===== config.mk =====
export PLATFORM = sky130hd
export DESIGN_NAME = carry_resolver
export DESIGN_NICKNAME = d
export VERILOG_FILES = /design/src/rtl/carry_resolver.sv
export SDC_FILE = /design/constraint.sdc
export NUM_CORES = 1
export LEC_CHECK = 0
export CORE_ASPECT_RATIO = 0.6
export CORE_MARGIN = 4
export CORE_UTILIZATION = 45
export CTS_CLUSTER_SIZE = 16
export DETAILED_ROUTE_END_ITERATION = 16
export PLACE_DENSITY = 0.65
export SLEW_MARGIN = 0
export SYNTH_ARGS = -nofsm -noshare
export SYNTH_HDL_FRONTEND = slang
export SYNTH_SLANG_ARGS = --single-unit

===== constraint.sdc =====
create_clock -name clk -period 2.9 [get_ports clk]
set_clock_uncertainty 0.15 [all_clocks]
set_input_delay 0.87 -clock clk [delete_from_list [all_inputs] [get_ports clk]]
set_output_delay 0.87 -clock clk [all_outputs]
set_load 0.02 [all_outputs]

===== src/rtl/carry_resolver.sv =====
// carry_resolver: holds the newest byte and a run of pending 0xFF bytes until a carry into them is resolved, then emits finalized bytes
module carry_resolver #(
    parameter int RUN_WIDTH = 8
) (
    input  logic       clk,
    input  logic       reset,
    input  logic       in_valid,
    output logic       in_ready,
    input  logic [7:0] in_byte,
    input  logic       in_carry,
    input  logic       flush,
    output logic       out_valid,
    input  logic       out_ready,
    output logic [7:0] out_byte,
    output logic       flush_done,
    output logic       overflow
);
    typedef enum logic [1:0] {IDLE, EMIT_HELD, EMIT_RUN, FLUSH_DONE} state_t;
    localparam logic [RUN_WIDTH-1:0] RUN_MAX = {RUN_WIDTH{1'b1}};
    localparam logic [RUN_WIDTH-1:0] RUN_ONE = RUN_WIDTH'(1);
    state_t state, state_next;
    logic have_held, flushing, tail;
    logic [7:0] held, sched, fill;
    logic [RUN_WIDTH-1:0] run, cnt;
    logic accept, trig, absorb, fl, hs, tail_go;
    assign accept  = state == IDLE && in_valid;
    assign trig    = accept && have_held && (in_carry || in_byte != 8'hFF);
    assign absorb  = accept && have_held && !in_carry && in_byte == 8'hFF;
    assign fl      = state == IDLE && flush;
    assign hs      = out_valid && out_ready;
    assign tail_go = flushing && tail;

    // State register
    always_ff @(posedge clk or negedge reset) begin
        if (!reset) state <= IDLE;
        else        state <= state_next;
    end

    // Next-state: a finished emission continues with the just-loaded byte when flushing, else completes or idles
    always_comb begin
        state_next = state;
        case (state)
            IDLE:       state_next = trig ? EMIT_HELD
                                   : fl ? ((have_held || accept) ? EMIT_HELD : FLUSH_DONE) : IDLE;
            EMIT_HELD:  state_next = !hs ? EMIT_HELD : cnt != '0 ? EMIT_RUN
                                   : tail_go ? EMIT_HELD : flushing ? FLUSH_DONE : IDLE;
            EMIT_RUN:   state_next = (!hs || cnt != RUN_ONE) ? EMIT_RUN
                                   : tail_go ? EMIT_HELD : flushing ? FLUSH_DONE : IDLE;
            FLUSH_DONE: state_next = IDLE;
            default:    state_next = IDLE;
        endcase
    end

    // Outputs decoded from state
    always_comb begin
        in_ready   = state == IDLE;
        out_valid  = state == EMIT_HELD || state == EMIT_RUN;
        out_byte   = state == EMIT_HELD ? sched : state == EMIT_RUN ? fill : 8'h00;
        flush_done = state == FLUSH_DONE;
    end

    // Held byte, pending run and emission schedule
    always_ff @(posedge clk or negedge reset) begin
        if (!reset) begin
            have_held <= 1'b0;
            held      <= 8'h00;
            run       <= '0;
            overflow  <= 1'b0;
            sched     <= 8'h00;
            fill      <= 8'h00;
            cnt       <= '0;
            flushing  <= 1'b0;
            tail      <= 1'b0;
        end else begin
            case (state)
                IDLE: begin
                    if (trig) begin
                        sched <= in_carry ? held + 8'd1 : held;
                        fill  <= in_carry ? 8'h00 : 8'hFF;
                        cnt   <= run;
                        run   <= '0;
                        held  <= in_byte;
                    end else if (absorb) begin
                        if (run == RUN_MAX) overflow <= 1'b1;
                        else                run <= run + RUN_ONE;
                    end else if (accept) begin
                        held      <= in_byte;
                        have_held <= 1'b1;
                    end
                    if (fl) begin
                        flushing <= 1'b1;
                        tail     <= trig;
                    end
                    if (fl && !trig) begin
                        sched <= (accept && !have_held) ? in_byte : held;
                        fill  <= 8'hFF;
                        cnt   <= (absorb && run != RUN_MAX) ? run + RUN_ONE : run;
                        run   <= '0;
                    end
                end
                EMIT_HELD: begin
                    if (hs && cnt == '0 && tail_go) begin
                        sched <= held;
                        tail  <= 1'b0;
                    end
                end
                EMIT_RUN: begin
                    if (hs) begin
                        cnt <= cnt - RUN_ONE;
                        if (cnt == RUN_ONE && tail_go) begin
                            sched <= held;
                            tail  <= 1'b0;
                        end
                    end
                end
                FLUSH_DONE: begin
                    have_held <= 1'b0;
                    run       <= '0;
                    flushing  <= 1'b0;
                    tail      <= 1'b0;
                end
                default: ;
            endcase
        end
    end
endmodule

==> Word-level counts from Yosys, hierarchy flattened <==
Index checks and enable logic that the tools add are counted.
{ "op_classes": {"reduce_logical": 39, "bitwise_logic": 1, "mux": 46, "n_eq_ne": 20, "add_sub_neg": 3} }
{ "op_table": {"columns": ["op", "n"], "rows": [
  ["8-bit two-way mux", 23],
  ["8-bit case mux with 2 select lines", 2],
  ["8-bit case mux with 3 select lines", 1],
  ["8-bit by 1-bit adder with 8-bit output, second input constant", 2],
  ["8-bit equality test, second input constant", 2],
  ["2-bit two-way mux", 8],
  ["8-bit inequality test, second input constant", 2],
  ["1-bit logical AND", 14],
  ["4-bit AND reduction", 3],
  ["3-bit AND reduction", 3],
  ["8-bit by 1-bit equality test with 1-bit output, second input constant", 1],
  ["8-bit logical NOT", 1],
  ["1-bit two-way mux", 8],
  ["2-bit by 1-bit inequality test with 1-bit output, second input constant", 4],
  ["2-bit inequality test, second input constant", 4],
  ["8-bit by 1-bit inequality test with 1-bit output, second input constant", 1],
  ["2-bit case mux with 4 select lines", 1],
  ["2-bit nonzero test", 4],
  ["8-bit nonzero test", 1],
  ["8-bit by 1-bit subtractor with 8-bit output, second input constant", 1],
  ["5-bit AND reduction", 1],
  ["2-bit equality test, second input constant", 2],
  ["1-bit logical NOT", 4],
  ["1-bit logical OR", 4],
  ["other kinds (10)", 12]
]} }
{ "word_totals": {"output_inout_bits": 12, "ff_bits": 46} }

==> Longest topological paths before layout <==
Gate-level depths: netlist (run 1).
{ "logic_depth": {"word_depth": 9, "depth_mapped": 9, "ltp_nobuf": 7} }

==> Worst setup path before layout (run 1) <==
OpenSTA, ideal clock, no wires.
{ "synth_path": {"path_kind": "flip-flop to output port", "start": "register state[0]", "end": "output out_byte[0]", "setup_slack_ns": 0.225, "stages_incl_launch_ff": 7, "t_required_ns": 1.880, "t_arrival_ns": 1.655, "path_cell_list": "dfrtp_1 inv_1 ha_1 clkbuf_1 clkbuf_1 nand3b_1 nand2_1"} }
{ "synth_between": {"elab_chain_cells": 3} }
{ "synth_rtl": {"columns": ["item", "line", "rtl"], "rows": [
  ["from (decl)", "21", "state_t state, state_next;"],
  ["from (signal assigned)", "36", "else state <= state_next;"],
  ["2-bit equality test", "58", "out_byte = state == EMIT_HELD ? sched : state == EMIT_RUN ? fill : 8'h00;"],
  ["8-bit two-way mux", "58", null],
  ["8-bit two-way mux *", "58", null],
  ["to (decl)", "14", "output logic [7:0] out_byte,"]
]} }
Every way passes the cells marked *; elsewhere a longest branch is shown, timed or not.

==> Worst setup path in the final report (run 1) <==
{ "layout_path": {"start": "input in_byte[7]", "end": "register cnt[3]"} }
{ "layout_between": {"elab_chain_cells": 7} }
{ "layout_rtl": {"columns": ["item", "line", "rtl"], "rows": [
  ["from (decl)", "9", "input logic [7:0] in_byte,"],
  ["8-bit inequality test", "27", "assign trig = accept && have_held && (in_carry || in_byte != 8'hFF);"],
  ["1-bit logical OR", "27", null],
  ["1-bit logical AND", "27", null],
  ["1-bit logical NOT", "94", "if (fl && !trig) begin"],
  ["1-bit logical AND", "94", null],
  ["3-bit by 1-bit inequality test with 1-bit output (no source line) / 8-bit two-way mux (equally long branches)", null, null],
  ["3-bit AND reduction (no source line) / 8-bit case mux with 2 select lines (equally long branches)", null, null],
  ["to (signal assigned)", "80", "cnt <= run;"],
  ["to (signal assigned)", "97", "cnt <= (absorb && run != RUN_MAX) ? run + RUN_ONE : run;"],
  ["to (signal assigned)", "109", "cnt <= cnt - RUN_ONE;"],
  ["to (decl)", "24", "logic [RUN_WIDTH-1:0] run, cnt;"]
]} }
Parallel ways exist; a longest one is shown, timed or not.
A chain may end at the register's enable or synchronous reset.

==> results.py, run 1 <==
metrics = {
    "power": {
        "p_int_mw": 1.97,
        "power_density_mw_per_mm2": 1010,
        "switchingPower_mw": 1.55,
        "p_leak_nw": 1.55,
        "power_frac_seq_pct": 27.5,
        "ir_drop_mv": 0.407,
        "clkPwrFrac_pct": 13.7,
        "switching_share_pct": 44.0,
        "comb_power_share_pct": 58.8,
    },
    "sta": {
        "slew_headroom_pct": 63.1,
        "finalHoldViolCount": 0,
        "tightest_slew_ns": 0.549,
        "fmax_ghz": 0.355,
        "fin_crit_sh_pct": 97.0,
        "rsz0062_at_grt": "no",
        "finalSetupTns_ns": 0,
        "setup_ws_ns": 0.0867,
        "min_period_ns": 2.81,
        "setup_viol_count_final": 0,
        "slew_violations": 0,
    },
    "grt": {
        "grt_pass1_wl_mm": 12.8,
        "antenna_found_initial": 0,
        "track_usage_pct": 22.4,
        "grt_remaining_overflow": 0,
        "grt_pass1_vias": 2389,
        "grt_max_degree": 22,
    },
    "finish": {
        "drive_gt1_share_pct": 23.5,
        "area_growth_pct": 27.2,
        "fin_util_pct": 60.8,
        "final_cells": 454,
        "antenna_cells": 0,
        "nNetsFinal": 397,
        "regArea_um2": 976,
        "n_fill_cell": 524,
        "final_area_mm2": 0.00348,
        "multi_input_area_mm2": 0.00164,
    },
    "route": {
        "wire_per_inst_um": 17.0,
        "drc_errors": 0,
        "drt_iter0_drc": 273,
        "wl_mm": 7.74,
        "first_pass_iters": 5,
        "vias": 2687,
        "ant_nets": 0,
        "vias_per_cell": 5.92,
    },
    "setup_path": {
        "critPathTopFamily": "buffers and inverters",
        "crit_required_ns": 2.93,
        "crit_buf_inv": 3,
        "crit_slowest_cell": "clkdlybuf4s50_1",
        "crit_path_end_kind": "register",
        "cpPeakStageDelay_ns": 0.50,
        "rrSetupSlack_ns": 0.47,
        "r2r-end": "cnt[3]$_DFFE_PN0P_",
        "critPathArrivalTime_ns": 2.84,
        "r2r-start": "state[1]$_DFF_PN0_",
        "cp-start-kind": "primary input",
        "r2r_cells": 9,
        "crit_chain": "clkdlybuf4s50_1, nand4_1, buf_4, nor4_4, buf_4, nand3_1, xnor2_1, a221o_1",
        "worstSetupPathType": "in2reg",
        "critPathMaxFanout": 7,
        "path_common_cell": "buf_4",
    },
    "place": {
        "place_ws_ns": -0.208,
        "place_area_mm2": 0.00335,
        "io_buffers": 25,
        "gp_congestion": 0.939,
        "dp_cells": 442,
        "dpl.hpwl_mm": 6.04,
    },
    "clock_network": {
        "clk_latency_ns": 0.29,
        "clkTransAtPathRegs_ns": 0.08,
        "cts_made_buffers": 5,
        "root_buffer": "clkbuf_8",
        "htreeDepth": 2,
        "clock_path_buffers": 2,
        "cts_tree": "yes",
        "cts_num_sinks": 39,
    },
    "die": {
        "fp.coreArea_mm2": 0.00573,
        "rows": 21,
        "die_y_um": 68.4,
        "dieArea_mm2": 0.00744,
        "io_pins": 26,
        "initial_core_util_pct": 47.8,
        "die_w_um": 109,
    },
    "synthesis": {
        "ys_types": 63,
        "syn_area_mm2": 0.00274,
        "synth_seq_cells": 39,
        "synth_nets": 330,
        "synthArstFlopShare_pct": 100,
        "synth-seq-area-share_pct": 35.6,
        "synth_cells": 306,
        "ys_warn_count": 0,
        "synth_flop_cell": "dfrtp_1",
        "synth_edf_count": 0,
        "syn_area_per_cell_um2": 8.95,
    },
    "hold_path": {
        "whs_path_depth": 1,
        "min_to": "overflow$_DFFE_PN0P_",
        "hp-start": "overflow$_DFFE_PN0P_",
        "min_path_type": "reg2reg",
    },
    "run": {
        "max_cap_violations": 0,
    },
    "status": {
        "status": "complete, no violations",
    },
}
kinds of logic (layout without fill, tap and decap cells):
kind of cell / count (synthesis) / in the layout / synth area share [%]
and+or+nand+nor: 118 / 118 / 23.2
AOI/OAI and AO/OA: 94 / 94 / 25.5
DFF: 39 / 39 / 35.6
buffers and inverters: 27 / 95 / 4.39
muxes: 12 / 12 / 4.84
adders and majority gates: 10 / 10 / 4.57
xor gates and xnor gates: 6 / 6 / 1.92
registers in the layout (all words and copies together), names as in the netlist:
signal     flops
have_held      1
cnt            8
tail           1
flushing       1
held           8
state          2
sched          8
fill           1
run            8
overflow       1
area by class of cell:
class,count,share of cell area (%)
tap,80,2.87
clock buffer,6,2.37
inverter,12,1.29
timing repair buffer,75,17.3
clock inverter,2,1.01
sequential,39,28.0
multi-input combinational,240,47.1
per-layer routing:
metal  GRT usage [%]  vias up  wire length [um]
li1                -     1289                 -
met1            36.7     1279              4070
met2            28.8      112              2920
met3            5.56        7               718
met4            3.78        0                35
met5               0        -                 0
Yosys cell counts (5+ instances only):
cell type	number	area [um^2]
nor2_1	13	48.8
mux2_2	10	113
nand2b_1	5	31.3
o22ai_1	8	50.1
inv_1	12	45.0
o31ai_1	7	52.6
xnor2_1	5	43.8
nand2_1	39	146
nand4_1	6	37.5
clkbuf_1	8	30.0
o21ai_0	24	120
dfrtp_1	39	976
a22o_1	6	52.6
and3_1	8	50.1
ha_1	10	125
a21oi_1	11	55.1
nand3_1	13	65.1
nor3_1	9	45.0
per-stage QoR:
stage	power, mW	hold slack [ns]
2_1_floorplan	2.25	0.321
3_3_place_gp	3.00	0.334
6_report	3.52	0.338
3_5_place_dp	3.04	0.321
4_1_cts	3.50	0.347
5_1_grt	3.80	0.367
worst max-delay path by stage:
stage                       start                    to  slack [ns]  cells after the start
2_1_floorplan  state[0]$_DFF_PN0_           out_byte[0]        0.22                      6
3_3_place_gp           in_byte[7]  sched[6]$_DFFE_PN0P_       -0.15                      7
3_5_place_dp           in_byte[5]    cnt[3]$_DFFE_PN0P_       -0.21                      8
4_1_cts        state[1]$_DFF_PN0_           out_byte[5]        0.04                      7
5_1_grt                in_byte[4]    cnt[3]$_DFFE_PN0P_       0.009                      8
6_report               in_byte[7]    cnt[3]$_DFFE_PN0P_        0.09                      8
placed cells by master, fill, tap and decap left out, types with 2 or more instances in the layout:
| cell type | Yosys | final |
|---|---|---|
| a211oi_1 | 2 | 2 |
| a21o_1 | 2 | 2 |
| a21oi_1 | 11 | 11 |
| a221o_1 | 4 | 4 |
| a22o_1 | 6 | 6 |
| a31oi_1 | 4 | 4 |
| a32o_1 | 2 | 2 |
| a32oi_1 | 2 | 2 |
| and2_1 | 4 | 4 |
| and3_1 | 8 | 8 |
| and4_1 | 2 | 2 |
| buf_2 | 3 | 3 |
| buf_4 | 2 | 50 |
| clkbuf_8 | 0 | 6 |
| clkdlybuf4s50_1 | 0 | 16 |
| dfrtp_1 | 39 | 39 |
| dlygate4sd2_1 | 0 | 6 |
| ha_1 | 10 | 10 |
| inv_1 | 12 | 11 |
| mux2_2 | 10 | 10 |
| mux2i_1 | 2 | 2 |
| nand2_1 | 39 | 39 |
| nand2b_1 | 5 | 5 |
| nand3_1 | 13 | 13 |
| nand3b_1 | 2 | 2 |
| nand4_1 | 6 | 6 |
| nor2_1 | 13 | 13 |
| nor2b_1 | 3 | 3 |
| nor3_1 | 9 | 9 |
| nor4_1 | 4 | 4 |
| nor4_4 | 2 | 2 |
| o211ai_1 | 2 | 2 |
| o21ai_0 | 24 | 23 |
| o221a_2 | 2 | 2 |
| o22ai_1 | 8 | 8 |
| o31ai_1 | 7 | 7 |
| o41ai_1 | 2 | 2 |
| xnor2_1 | 5 | 5 |
power by group through the flow:
stage	clock (mW)	combinational, mW	sequential, mW
floorplan	0	1.36	0.885
global placement	0	2.03	0.967
detailed placement	0	2.07	0.974
CTS	0.490	2.05	0.962
global route	0.521	2.27	1.01
finish	0.481	2.07	0.970
worst register-to-register path: stages (launching register included):
cell     delay, ns
dfrtp_1       0.40
inv_1         0.11
ha_1          0.27
buf_4         0.21
nand4_1       0.17
nor4_4        0.19
buf_4         0.19
nand3_1       0.11
xnor2_1       0.18
a221o_1       0.35
timing repair:
item | CTS | global route
pin swaps | 0 | 1
hold buffers | 0 | 0
setup buffers | 2 | 2
endpoints found under the setup margin | 8 | 6
resized for setup | 12 | 4
hold endpoints to repair | 0 | 0
Power figures use the tool's default switching activity.
==> run 2: changes to the inputs <==
==> constraint.sdc (replaced) <==
create_clock -name clk -period 3.2 [get_ports clk]
set_clock_uncertainty 0.15 [all_clocks]
set_input_delay 0.96 -clock clk [delete_from_list [all_inputs] [get_ports clk]]
set_output_delay 0.96 -clock clk [all_outputs]
set_load 0.02 [all_outputs]
==> run 2 against run 1 <==
Compared with the run above:
- setup slack improved by 0.11 ns
- global-route usage fell by 0.92 points
- total power fell by 14%
- sequential power fell by 10%
- count of clock-buffer cells in the layout did not move
- sequential share of layout area rose by 1.3 points
- clock power fell by 31%
- final area fell by 4.5%
- first-iteration DRC count rose by 30%
- worst hold slack improved by 0.0072 ns
- die area did not move
- flip-flop and latch count did not move
- critical path type is now reg2out
==> results.py, run 2 (synthesis results as in run 1) <==
metrics = {
    "route": {
        "ant_nets": 0,
        "vias_per_cell": 6.00,
        "wl_mm": 7.18,
        "vias": 2602,
        "drc_errors": 0,
        "wire_per_inst_um": 16.5,
        "first_pass_iters": 5,
        "drt_iter0_drc": 355,
    },
    "power": {
        "switchingPower_mw": 1.36,
        "power_frac_seq_pct": 29.0,
        "comb_power_share_pct": 59.9,
        "finalPower_mw": 3.01,
        "p_leak_nw": 1.46,
        "clkPwrFrac_pct": 11.1,
        "switching_share_pct": 45.2,
        "p_int_mw": 1.65,
        "ir_drop_mv": 0.354,
        "power_density_mw_per_mm2": 906,
    },
    "setup_path": {
        "rrSetupSlack_ns": 0.67,
        "cp-start-kind": "register",
        "crit_chain": "inv_1, ha_1, nand3b_1, nand2_1, clkdlybuf4s50_1",
        "worstSetupPathType": "reg2out",
        "crit_required_ns": 2.09,
        "critPathTopFamily": "buffers and inverters",
        "crit_path_end_kind": "primary output",
        "crit_slowest_cell": "clkdlybuf4s50_1",
        "crit_buf_inv": 2,
        "critPathArrivalTime_ns": 1.90,
        "cpPeakStageDelay_ns": 0.60,
        "critPathMaxFanout": 6,
        "r2r-end": "sched[7]$_DFFE_PN0P_",
        "r2r_cells": 8,
        "r2r-start": "state[0]$_DFF_PN0_",
    },
    "clock_network": {
        "htreeDepth": 2,
        "cts_num_sinks": 39,
        "clk_latency_ns": 0.29,
        "clkTransAtPathRegs_ns": 0.08,
        "cts_made_buffers": 5,
        "root_buffer": "clkbuf_8",
        "clock_path_buffers": 2,
        "cts_tree": "yes",
    },
    "place": {
        "dpl.hpwl_mm": 5.46,
        "dp_cells": 425,
        "io_buffers": 25,
        "place_ws_ns": -0.0150,
        "gp_congestion": 0.895,
    },
    "finish": {
        "nNetsFinal": 377,
        "n_fill_cell": 520,
        "layout_common_cells": "39 x nand2_1, 39 x dfrtp_1, 30 x buf_4, 24 x o21ai_0, 21 x clkdlybuf4s50_1",
        "area_growth_pct": 21.5,
        "antenna_cells": 0,
        "drive_gt1_share_pct": 18.1,
        "final_cells": 434,
    },
    "grt": {
        "track_usage_pct": 21.5,
        "antenna_found_initial": 0,
        "grt_pass1_wl_mm": 12.1,
        "grt_pass1_vias": 2252,
        "grt_max_degree": 40,
        "grt_remaining_overflow": 0,
    },
    "hold_path": {
        "min_path_type": "reg2reg",
        "whs_path_depth": 1,
        "min_to": "overflow$_DFFE_PN0P_",
        "hp-start": "overflow$_DFFE_PN0P_",
    },
    "die": {
        "die_y_um": 68.4,
        "dieArea_mm2": 0.00744,
        "rows": 21,
        "fp.coreArea_mm2": 0.00573,
        "io_pins": 26,
        "die_w_um": 109,
        "initial_core_util_pct": 47.8,
    },
    "sta": {
        "finalSetupTns_ns": 0,
        "slew_violations": 0,
        "setup_ws_ns": 0.192,
        "rsz0062_at_grt": "no",
        "setup_viol_count_final": 0,
        "min_period_ns": 3.01,
        "tightest_slew_ns": 0.905,
        "slew_headroom_pct": 39.7,
        "finalHoldViolCount": 0,
        "fmax_ghz": 0.332,
        "hold_ws_ns": 0.345,
        "fin_crit_sh_pct": 94.0,
    },
    "run": {
        "max_cap_violations": 0,
    },
    "status": {
        "status": "complete, no violations",
    },
}
==> run 2: metal layers <==
| metal | track usage [%] | vias to the layer above | wire length (um) |
|---|---|---|---|
| li1 | - | 1257 | - |
| met1 | 36.9 | 1218 | 3940 |
| met2 | 24.7 | 120 | 2510 |
| met3 | 5.56 | 7 | 671 |
| met4 | 4.88 | 0 | 57 |
| met5 | 0 | - | 0 |
==> run 2: how the worst max path moves through the flow <==
| stage | end | slack, ns | startpoint | cells after the start |
|---|---|---|---|---|
| final | out_byte[1] | 0.19 | state[1]$_DFF_PN0_ | 5 |
| after global routing | out_byte[2] | 0.05 | state[1]$_DFF_PN0_ | 5 |
| after CTS | out_byte[5] | 0.08 | state[1]$_DFF_PN0_ | 5 |
| after detailed placement | sched[6]$_DFFE_PN0P_ | -0.02 | in_byte[2] | 7 |
| after global placement | cnt[4]$_DFFE_PN0P_ | 0.03 | in_valid | 7 |
| after floorplan | out_byte[0] | 0.43 | state[0]$_DFF_PN0_ | 6 |
==> run 2: power by group through the flow <==
stage                     Combinational (mW)  Sequential [mW]  Clock [mW]
after global routing                    1.99            0.904       0.369
after detailed placement                1.78            0.877           0
after floorplan                         1.23            0.802           0
after CTS                               1.79            0.867       0.345
after global placement                  1.77            0.872           0
final                                   1.81            0.873       0.333
==> run 2: cell type report <==
cell class,count,area (um^2),area share [%]
Inverter,12,45.0,1.35
Tap cell,80,100,3.01
Clock buffer,6,72.6,2.18
Sequential cell,39,976,29.3
Timing Repair Buffer,55,478,14.4
Multi-Input combinational cell,240,1640,49.4
Clock inverter,2,12.5,0.376
==> run 2: what timing repair did <==
action,4_1_cts,5_1_grt
resized for setup,0,3
buffers inserted,0,1
hold buffers,0,0
setup endpoints to repair,0,8
==> run 2: per-stage QoR <==
| stage | area, um^2 | util (%) |
|---|---|---|
| 3_3_place_gp | 3230 | 56.3 |
| 2_1_floorplan | 2740 | - |
| 6_report | 3330 | 58.1 |
| 5_1_grt | 3330 | 58.1 |
| 3_5_place_dp | 3230 | 56.3 |
| 4_1_cts | 3310 | 57.8 |
